==> src/rtl/ram_fifo_ctrl.sv <==
// First-word-fall-through FIFO controller driving an external 1-cycle-latency
// simple dual-port RAM; the head word is held in a registered output stage.
module ram_fifo_ctrl #(
    parameter int WIDTH = 8,
    parameter int DEPTH = 8
) (
    input  logic                     clk,
    input  logic                     rst_n,
    input  logic [WIDTH-1:0]         din,
    input  logic                     wput,
    output logic                     full,
    output logic                     overflow,
    output logic [WIDTH-1:0]         dout,
    input  logic                     rget,
    output logic                     empty,
    output logic                     underflow,
    output logic [$clog2(DEPTH):0]   count,
    output logic [$clog2(DEPTH)-1:0] ram_waddr,
    output logic [WIDTH-1:0]         ram_wdata,
    output logic                     ram_wen,
    output logic [$clog2(DEPTH)-1:0] ram_raddr,
    input  logic [WIDTH-1:0]         ram_rdata
);

    localparam int AW = $clog2(DEPTH);
    localparam int CW = AW + 1;

    logic [AW-1:0]    r_wr_ptr;
    logic [AW-1:0]    r_rd_ptr;
    logic [CW-1:0]    r_ram_cnt;
    logic             r_fetch_pending;
    logic             r_out_valid;
    logic [WIDTH-1:0] r_dout;
    logic             r_overflow;
    logic             r_underflow;

    logic [CW-1:0]    w_count;
    logic             w_full;
    logic             w_push;
    logic             w_pop;
    logic             w_hold;
    logic             w_fetch;

    assign w_count = r_ram_cnt + CW'(r_fetch_pending) + CW'(r_out_valid);
    assign w_full  = (w_count == CW'(DEPTH));
    assign w_push  = wput & ~w_full;
    assign w_pop   = rget & r_out_valid;
    // Output stage stays occupied if the head survives this edge; only then is a fetch blocked.
    assign w_hold  = r_out_valid & ~w_pop;
    assign w_fetch = (r_ram_cnt != '0) & ~w_hold & ~r_fetch_pending;

    always_ff @(posedge clk or negedge rst_n) begin
        if (!rst_n) begin
            r_wr_ptr        <= '0;
            r_rd_ptr        <= '0;
            r_ram_cnt       <= '0;
            r_fetch_pending <= 1'b0;
            r_out_valid     <= 1'b0;
            r_dout          <= '0;
            r_overflow      <= 1'b0;
            r_underflow     <= 1'b0;
        end else begin
            if (w_push)
                r_wr_ptr <= r_wr_ptr + AW'(1);
            if (w_fetch)
                r_rd_ptr <= r_rd_ptr + AW'(1);
            r_ram_cnt       <= r_ram_cnt + CW'(w_push) - CW'(w_fetch);
            r_fetch_pending <= w_fetch;
            if (r_fetch_pending) begin
                r_dout      <= ram_rdata;
                r_out_valid <= 1'b1;
            end else if (w_pop) begin
                r_out_valid <= 1'b0;
            end
            r_overflow  <= wput & w_full;
            r_underflow <= rget & ~r_out_valid;
        end
    end

    assign full      = w_full;
    assign empty     = ~r_out_valid;
    assign count     = w_count;
    assign dout      = r_dout;
    assign overflow  = r_overflow;
    assign underflow = r_underflow;
    assign ram_waddr = r_wr_ptr;
    assign ram_wdata = din;
    assign ram_wen   = w_push;
    assign ram_raddr = r_rd_ptr;

endmodule

==> config.mk <==
export PLATFORM = sky130hd
export DESIGN_NAME = ram_fifo_ctrl
export DESIGN_NICKNAME = d
export VERILOG_FILES = /design/src/rtl/ram_fifo_ctrl.sv
export SDC_FILE = /design/constraint.sdc
export NUM_CORES = 1
export LEC_CHECK = 0
export CAP_MARGIN = 0
export CORE_MARGIN = 5
export CORE_UTILIZATION = 36
export CTS_CLUSTER_DIAMETER = 200
export DETAILED_ROUTE_END_ITERATION = 6
export GPL_TIMING_DRIVEN = 0
export MAX_ROUTING_LAYER = met4
export PLACE_DENSITY = 0.74
export SYNTH_ARGS = -nofsm -noshare
export SYNTH_HDL_FRONTEND = slang
export SYNTH_SLANG_ARGS = --single-unit
==> constraint.sdc <==
create_clock -name clk -period 3 [get_ports clk]
set_clock_uncertainty 0.2 [all_clocks]
set_input_delay 0.75 -clock clk [delete_from_list [all_inputs] [get_ports clk]]
set_output_delay 0.75 -clock clk [all_outputs]
set_load 0.03 [all_outputs]
* Yosys cells after proc, flatten, opt, wreduce, memory -nomap -nowiden
Index checks and enable logic that the tools add are counted.
** Word-level totals
- Bits in latches :: 0
- Output and inout port bits :: 31
- Input bits :: 20
- Register bits :: 22
- Memories kept :: 0
- Bits in read-only memories :: 0
- Bits in writable memories :: 0
- Logic and storage cells :: 31
** Operators by class
- Bitwise operators :: 12
- Muxes and demuxes :: 2
- $lt $le $gt $ge :: 0
- Add/subtract/negate cells :: 6
- Reductions and logical operators :: 2
- Shift-type cells :: 0
- Eq/ne operators :: 1
- Div/mod/pow operators :: 0
- $mul :: 0
** Operators by type and width (count)
- $add A4 B1 Y4 :: 3
- $and A1 B1 Y1 :: 7
- $add A3 B1 Y3 const B :: 2
- $not A1 Y1 :: 5
- $eq A4 B4 Y1 const B :: 1
- $reduce_bool A4 Y1 :: 1
- $sub A4 B1 Y4 :: 1
- $mux W1 :: 2
- $reduce_bool A2 Y1 :: 1

* Depth between registers and ports, before layout
Gate-level depths: netlist of run 1.
- Depth after elaboration :: 7
- Gate-level depth with buffers :: 13
- Depth with buffers taken out :: 12

* Worst setup path after synthesis of run 1
OpenSTA, ideal clock, no wires.
- Path type :: reg2reg
- Start :: register r_fetch_pending
- End :: register r_ram_cnt[2]
- Library setup time :: 0.123 ns
- Buffers on the path :: 1
- Stages on the path, launching flop included :: 12
- Data required time :: 2.677 ns
- Arrival time :: 2.926 ns
- Path slack :: -0.249 ns
- Period minus slack after synthesis :: 3.249 ns
- Cell sequence :: dfrtp_1 -> buf_2 -> inv_1 -> fa_1 -> inv_1 -> ha_1 -> or3_4 -> o21ai_4 -> inv_1 -> ha_1 -> fa_1 -> xor2_1
** On the way
- Cells in the longest elaborated chain, start to end :: 7
- Elaborated cells on any way between the ends :: 9
- Classes of those cells :: add/sub: 4; eq/ne: 1; bitwise: 4
** Ends and longest elaborated chain
- from (decl) :: RTL line 31 : logic r_fetch_pending;
- from (signal assigned) :: RTL line 68 : r_fetch_pending <= w_fetch;
- $add A4 B1 Y4 (2 in a row) :: RTL line 44 : assign w_count = r_ram_cnt + CW'(r_fetch_pending) + CW'(r_out_valid);
- via count[1] :: RTL line 17 : output logic [$clog2(DEPTH):0] count,
- $eq A4 B4 Y1 :: RTL line 45 : assign w_full = (w_count == CW'(DEPTH));
- $not A1 Y1 :: RTL line 46 : assign w_push = wput & ~w_full;
- $and A1 B1 Y1 :: RTL line 46
- via ram_wen :: RTL line 20 : output logic ram_wen,
- $add A4 B1 Y4 :: RTL line 67 : r_ram_cnt <= r_ram_cnt + CW'(w_push) - CW'(w_fetch);
- $sub A4 B1 Y4 :: RTL line 67
- to (signal assigned) :: RTL line 67
- to (decl) :: RTL line 30 : logic [CW-1:0] r_ram_cnt;
The timed path passes the listed nets, and every way through them passes these cells.
A chain may end at the register's enable or synchronous reset.

* Final worst setup path of run 1
- Start :: register r_ram_cnt[0]
- End :: output port ram_wen
** On the way
- Cells in the longest elaborated chain, start to end :: 5
** Ends and longest elaborated chain (RTL line)
- $add A4 B1 Y4 (2 in a row) :: 44
- $eq A4 B4 Y1 :: 45
- $not A1 Y1 :: 46
- $and A1 B1 Y1 :: 46
- to (decl) :: 20
Every way passes these cells.

==> metrics.md, run 1 <==
| Metric | Value |
|---|---|
| Hold buffers post-CTS | 0 |
| Final Critical Period | 3.09 ns |
| Xor/xnor share of the synthesized area | 0.0701 |
| YS warnings | 0 |
| #FFs+latches synth | 22 |
| Via density | 4.49 |
| Reg2reg setup slack | 0.24 ns |
| Lkg Pwr | 0.778 nW |
| Total track usage | 0.113 |
| Clock root cell | clkbuf_4 |
| Final ANT Viol Nets | 0 |
| Required time worst endpoint | 2.05 ns |
| Reg2Reg Depth | 10 |
| Detailed Route WL | 2190 um |
| Adder-Cell Fraction of Synth Area | 0.138 |
| Syn nets | 117 |
| Hold Startpoint | ram_waddr[2] |
| DP HPWL | 1820 um |
| Mux contribution to synthesized area | 0.105 |
| Worst hold path endpoint | ram_waddr[2] |
| CP max stage cell | or3_4 |
| Routability cong. | 0.717 |
| Number of flops mapped to enable cells by yosys | 0 |
| Max-slew violations | 0 |
| VDD IR max | 0.669 mV |
| Clock slew at reported path FFs | 0.11 ns |
| Pre-Repair DR Iteration Count | 3 |
| Num Clock Sinks | 22 |
| Maximum fanout along the worst path | 3 |
| Die width | 65.4 um |
| Area delta synth->final | 52.0% |
| Unrepaired setup endpoints after global routing | yes |
| Startpoint types | flip-flop |
| R2R Path Start | r_ram_cnt[0] |
| Clock tree from TritonCTS | yes |
| Failing checks | negative setup slack |
| Antenna cell count | 0 |
| Clk Latency, worst-skew pair | 0.29 ns |
| DR WL/cell | 13.0 um |
| Fillers | 292 |
| Placed Cells | 161 |
| Register area | 551 sq um |
| Worst path cell trace | inv_2 -> fa_2 -> inv_2 -> ha_4 -> or3_4 -> o21ai_4 -> inv_4 -> buf_6 |
| Final setup violating endpoints | 1 |
| Total gr overflow | 0 |
| Fraction of layout cells with a size suffix above 1 | 0.319 |
| Row Count | 20 |
| Cells taking the most area after synthesis | dfrtp_1, ha_1, mux2_2 |
| Sequential share of the synthesized area | 0.498 |
| Setup ws final | -0.0944 ns |
| Initial antenna violation count | 0 |
| Largest area contributor in the netlist | dfrtp_1 |
| Hold path cells | 1 |
| Final hold violations | 0 |
| Crit path kind | flip-flop to primary output |
| Footprint of the multi-input gates | 485 sq um |
| Die area | 4280 sq um |
| Syn Inst Count | 86 |
| Number of max-cap violations | 0 |
| DR vias | 754 |
| Core Util, Final | 0.560 |
| Height of the chip | 65.4 um |
| Total CTS buffers | 3 |
| Synth top cells by count | dfrtp_1, inv_1, ha_1, mux2_2, buf_4 |
| Core area | 3000 sq um |
| Vias in the first global route | 799 |
| Worst relative slew slack | 0.359 |
| Status | complete, but fails checks |
| Simple-gate share of the synthesized area | 0.0351 |
| Nets | 168 |
| Top-area cell type share of the netlist area | 0.498 |
| Synth Area in Compound Gates | 0.0509 |
| Most frequent CP cell | inv_2 |
| Pin count of the biggest net entering global routing | 23 |
| Initial core utilization | 0.368 |
| Longest Clk Path Bufs | 2 |
| CP max stage delay | 0.40 ns |
| Netlist Area Pre-Place | 1110 sq um |
| Layout Cells excl Fill | 168 |
| First-pass GRT wire length | 3640 um |
| Power per cell area | 1350 nW/um^2 |
| Slew @ Worst Pin | 0.959 ns |
| Clock H-tree levels | 1 |
| DR iter-0 viols | 3 |
| Final Cycle Share | 1.03 |
| Synth unique cells | 23 |
| Worst flop-to-flop path endpoint | r_ram_cnt[2] |
| Crit path buffers/inverters | 4 |
| Largest family of logic cells by synthesized area | adder cells |
| I/O pins | 51 |
| Worst path arrival time | 2.14 ns |
| Port Buf Inserts | 42 |
| Critical path's top delay family | adder cells |
| Avg Inst Size Synth | 12.9 sq um |
| Async set-reset flop share out of synthesis | 1.00 |
| Max frequency | 323 MHz |
| Most frequent cell after synthesis | dfrtp_1 |
| Post-synth top flop | dfrtp_1 |
| CP Capture Type | primary output |
| Worst hold path type | flip-flop to flip-flop |
| # DRC | 0 |
==> registers in the layout, indices dropped and copies added (netlist names) <==
register and cells:
dout 8, r_ram_cnt 4, ram_raddr 3, ram_waddr 3, overflow 1, r_fetch_pending 1, r_out_valid 1, underflow 1
==> area by class of cell <==
type	instances	area share
Timing Repair Buffer	46	0.271
Multi-Input combinational cell	42	0.289
Buffer	9	0.0424
Clock buffer	3	0.0134
Inverter	13	0.0327
Sequential cell	22	0.327
Tap cell	33	0.0246
==> report_power, final <==
part / switching (mW) / internal (mW) / total (mW)
sequential: 0.113 / 0.454 / 0.567
clock: 0.0784 / 0.0466 / 0.125
combinational: 0.854 / 0.725 / 1.58
total: 1.05 / 1.23 / 2.27
==> worst max-delay path by stage <==
stage,startpoint,to,slack (ns),depth (start not counted)
5_1_grt,r_fetch_pending,ram_wen,-0.19,8
2_1_floorplan,r_fetch_pending,r_ram_cnt[2],0.02,12
3_3_place_gp,r_fetch_pending,ram_wen,-0.44,10
4_1_cts,r_fetch_pending,ram_wen,-0.11,8
3_5_place_dp,r_fetch_pending,ram_wen,-0.45,10
6_report,r_ram_cnt[0],ram_wen,-0.09,8
==> metal layers <==
metal / vias to the layer above / wire length, um / GRT usage
li1: 368 / - / -
met1: 355 / 829 / 0.128
met5: - / 0 / -
met2: 31 / 1160 / 0.195
met3: 0 / 198 / 0.0359
met4: 0 / 0 / 0.0233
==> logic make-up (layout without fill, tap and decap cells) <==
| logic type | after synthesis | in the layout |
|---|---|---|
| compound gates | 6 | 6 |
| fa+ha+maj | 11 | 11 |
| simple gates | 7 | 7 |
| flops | 22 | 22 |
| mux | 10 | 10 |
| xor+xnor | 8 | 8 |
| buf+inv | 22 | 71 |
==> metrics by stage <==
| step | hold slack (ns) | power (mW) | setup WS, ns | setup TNS, ns | area, sq um |
|---|---|---|---|---|---|
| after floorplan | 0.254 | 1.62 | 0.0244 | 0 | 1150 |
| after global placement | 0.264 | 2.10 | -0.439 | -0.917 | 1620 |
| after detailed placement | 0.279 | 2.15 | -0.446 | -1.09 | 1620 |
| after CTS | 0.297 | 2.33 | -0.112 | -0.136 | 1680 |
| after global routing | 0.327 | 2.44 | -0.188 | -0.289 | 1680 |
| final | 0.288 | 2.27 | -0.0944 | -0.0944 | 1680 |
==> layout by cell type, fill, tap and decap left out, types with 2 or more instances in the layout <==
| cell | n |
|---|---|
| clkbuf_4 | 3 |
| xnor2_1 | 3 |
| nor2_1 | 2 |
| mux2_2 | 9 |
| inv_2 | 3 |
| dfrtp_1 | 22 |
| dlygate4sd2_1 | 2 |
| buf_6 | 3 |
| ha_1 | 7 |
| inv_1 | 7 |
| xor2_1 | 3 |
| clkdlybuf4s50_1 | 36 |
| dlymetal6s2s_1 | 2 |
| inv_4 | 2 |
| buf_4 | 12 |
==> what timing repair did <==
action / in CTS / in global routing
pin swaps: 5 / 0
endpoints found under the setup margin: 6 / 4
setup buffers: 4 / 0
gates resized for setup: 20 / 2
No activity file was read; power rests on OpenSTA's default activity.
==> run 2: changes to the inputs <==
- CAP_MARGIN: 0 -> 20
- RECOVER_POWER: default -> 25
==> run 2 against run 1 <==
Net effect:
- the flow still finishes with violations (negative setup slack)
- critical path depth unchanged
- clock-buffer cell count did not move
- critical path type unchanged
- largest cell class unchanged
- hold slack barely moved
- final cell count increased by 0.60%
- highest routed layer unchanged
==> metrics.md, run 2 (synthesis gave the netlist of run 1 again) <==
| Metric | Value |
|---|---|
| VDD IR max | 0.692 mV (+3.4%) |
| Commonest cells after routing, fill and taps aside | clkdlybuf4s50_1, dfrtp_1, buf_4, mux2_2 |
| Die area | 4280 sq um (unchanged) |
| Comb pwr share | 0.695 (about the same) |
| Number of max-cap violations | 0 (unchanged) |
| Sw Ratio | 0.460 (about the same) |
| Area delta synth->final | 52.4% |
| Lkg Pwr | 0.779 nW (+0.19%) |
| Port Buf Inserts | 42 (unchanged) |
| Detailed Route WL | 2210 um (+0.91%) |
| Sequential power share | 0.249 (about the same) |
| Clock tree from TritonCTS | yes |
| Max-slew violations | 0 (unchanged) |
| DR iter-0 viols | 3 (unchanged) |
| Fraction of layout cells with a size suffix above 1 | 0.316 (-0.00234) |
| Nets | 169 (+0.60%) |
| Routability cong. | 0.717 (unchanged) |
| First-pass GRT wire length | 3640 um (unchanged) |
| Grt met3 use | 0.0359 (unchanged) |
| Height of the chip | 65.4 um (unchanged) |
| Global routing met1 resource utilization | 0.128 (unchanged) |
| Required time worst endpoint | 2.05 ns (about the same) |
| Core area | 3000 sq um (unchanged) |
| Max frequency | 323 MHz (-0.11%) |
| Final Instance Area | 1690 sq um (+0.22%) |
| CP Capture Type | primary output |
| I/O pins | 51 (unchanged) |
| GR peak layer | met2 |
| Vias in the first global route | 799 (unchanged) |
| Longest Clk Path Bufs | 2 (unchanged) |
| Final setup violating endpoints | 2 (+1) |
| Core Util, Final | 0.561 (+0.00125) |
| Hold Startpoint | ram_waddr[2] |
| Post-DP Area | 1620 sq um (unchanged) |
| Clock root cell | clkbuf_4 |
| Total gr overflow | 0 (unchanged) |
| Final ANT Viol Nets | 0 (unchanged) |
| Crit path kind | flip-flop to primary output |
| Num Clock Sinks | 22 (unchanged) |
| Power per cell area | 1350 nW/um^2 (-0.22%) |
| Row Count | 20 (unchanged) |
| DR WL/cell | 13.1 um (+0.32%) |
| WHS | 0.288 ns (-0.0000300 ns) |
| Pin count of the biggest net entering global routing | 23 (unchanged) |
| NetSw | 1.05 mW (about the same) |
| Initial core utilization | 0.368 (unchanged) |
| Total CTS buffers | 3 (unchanged) |
| Unrepaired setup endpoints after global routing | yes |
| Failing checks | negative setup slack |
| Post-Place Setup Slack | -0.446 ns (unchanged) |
| Maximum fanout along the worst path | 3 (unchanged) |
| Final hold violations | 0 (unchanged) |
| Worst path arrival time | 2.15 ns (about the same) |
| Status | complete, but fails checks |
| Initial antenna violation count | 0 (unchanged) |
| # DRC | 0 (unchanged) |
| Worst relative slew slack | 0.251 (-0.108) |
| Clock slew at reported path FFs | 0.11 ns (about the same) |
| M2 GR Usage | 0.195 (unchanged) |
| Clk Latency, worst-skew pair | 0.29 ns (about the same) |
| Slew @ Worst Pin | 1.12 ns (+0.165 ns) |
| Max reg flops | 8 (unchanged) |
| CP Launch Point | r_ram_cnt[0] |
| R2R Path Start | r_ram_cnt[0] |
| Cell-internal power | 1.23 mW (about the same) |
| Setup ws final | -0.0979 ns (-0.00350 ns) |
| Worst hold path type | flip-flop to flip-flop |
| Power Total | 2.27 mW (about the same) |
| Antenna cell count | 0 (unchanged) |
| Final Critical Period | 3.10 ns (+0.00350 ns) |
| Die width | 65.4 um (unchanged) |
| Pre-Repair DR Iteration Count | 2 (-1) |
| Final Cycle Share | 1.03 (+0.00117) |
| DP HPWL | 1820 um (unchanged) |
| Most common library cell in the layout ignoring fill and taps | clkdlybuf4s50_1 |
| Fillers | 293 (+0.34%) |
| Via density | 4.47 (-0.33%) |
| Startpoint types | flip-flop |
| Clk network pwr share | 0.055 (about the same) |
| Total track usage | 0.113 (unchanged) |
| DR vias | 756 (+0.27%) |
| Clock H-tree levels | 1 (unchanged) |
[run 2: changes by cell type in the layout (fill, tap and decap cells not counted)]
cell / change
clkbuf_1: +1
clkdlybuf4s50_1: -1
dlygate4sd3_1: +1
[run 2: worst max-delay path, cell delays in order, from the launching register on]
cell     delay [ns]
dfrtp_1        0.37
inv_2          0.06
fa_2           0.39
inv_2          0.07
ha_4           0.19
or3_4          0.40
o21ai_4        0.18
inv_4          0.05
buf_6          0.13
[run 2: repair_timing]
action,4_1_cts,5_1_grt
pin swaps,5,0
setup endpoints to repair,6,4
hold buffers,0,0
buffers inserted,4,0
gates resized for setup,20,2
gates cloned,0,0
[run 2: metrics by stage]
stage	cells	setup TNS, ns
floorplan	86	0
global placement	161	-0.917
detailed placement	161	-1.09
CTS	168	-0.136
global route	169	-0.289
finish	169	-0.0998
[run 2: power groups by stage]
stage,sequential [mW],combinational [mW],clock [mW]
floorplan,0.772,0.849,0
global placement,0.566,1.53,0
detailed placement,0.575,1.58,0
CTS,0.569,1.62,0.134
global route,0.587,1.70,0.149
finish,0.566,1.58,0.126
[run 2: cell type report]
type	count	area (sq um)	share of cell area
sequential	22	551	0.327
buffer	9	71.3	0.0423
tap	33	41.3	0.0245
timing repair buffer	47	459	0.272
multi-input combinational	42	485	0.288
inverter	13	55.1	0.0327
clock buffer	3	22.5	0.0134
[run 2: worst paths after layout]
kind                                 to  slack [ns]  cells after the start
setup / recovery                ram_wen        -0.1                      8
max in group asynchronous       dout[1]        0.90                      2
hold / removal             ram_waddr[2]        0.29                      1
hold reg to reg            ram_waddr[2]        0.29                      1
setup reg to reg           r_ram_cnt[2]        0.24                     10
min in group asynchronous  r_ram_cnt[2]        0.46                      1
[run 2: layer usage]
layer,part of all wire,routed length (um),up-vias
met3,0.092,204,0
met2,0.53,1170,33
met5,0,0,-
met1,0.38,835,355
met4,0,0,0
li1,-,-,368
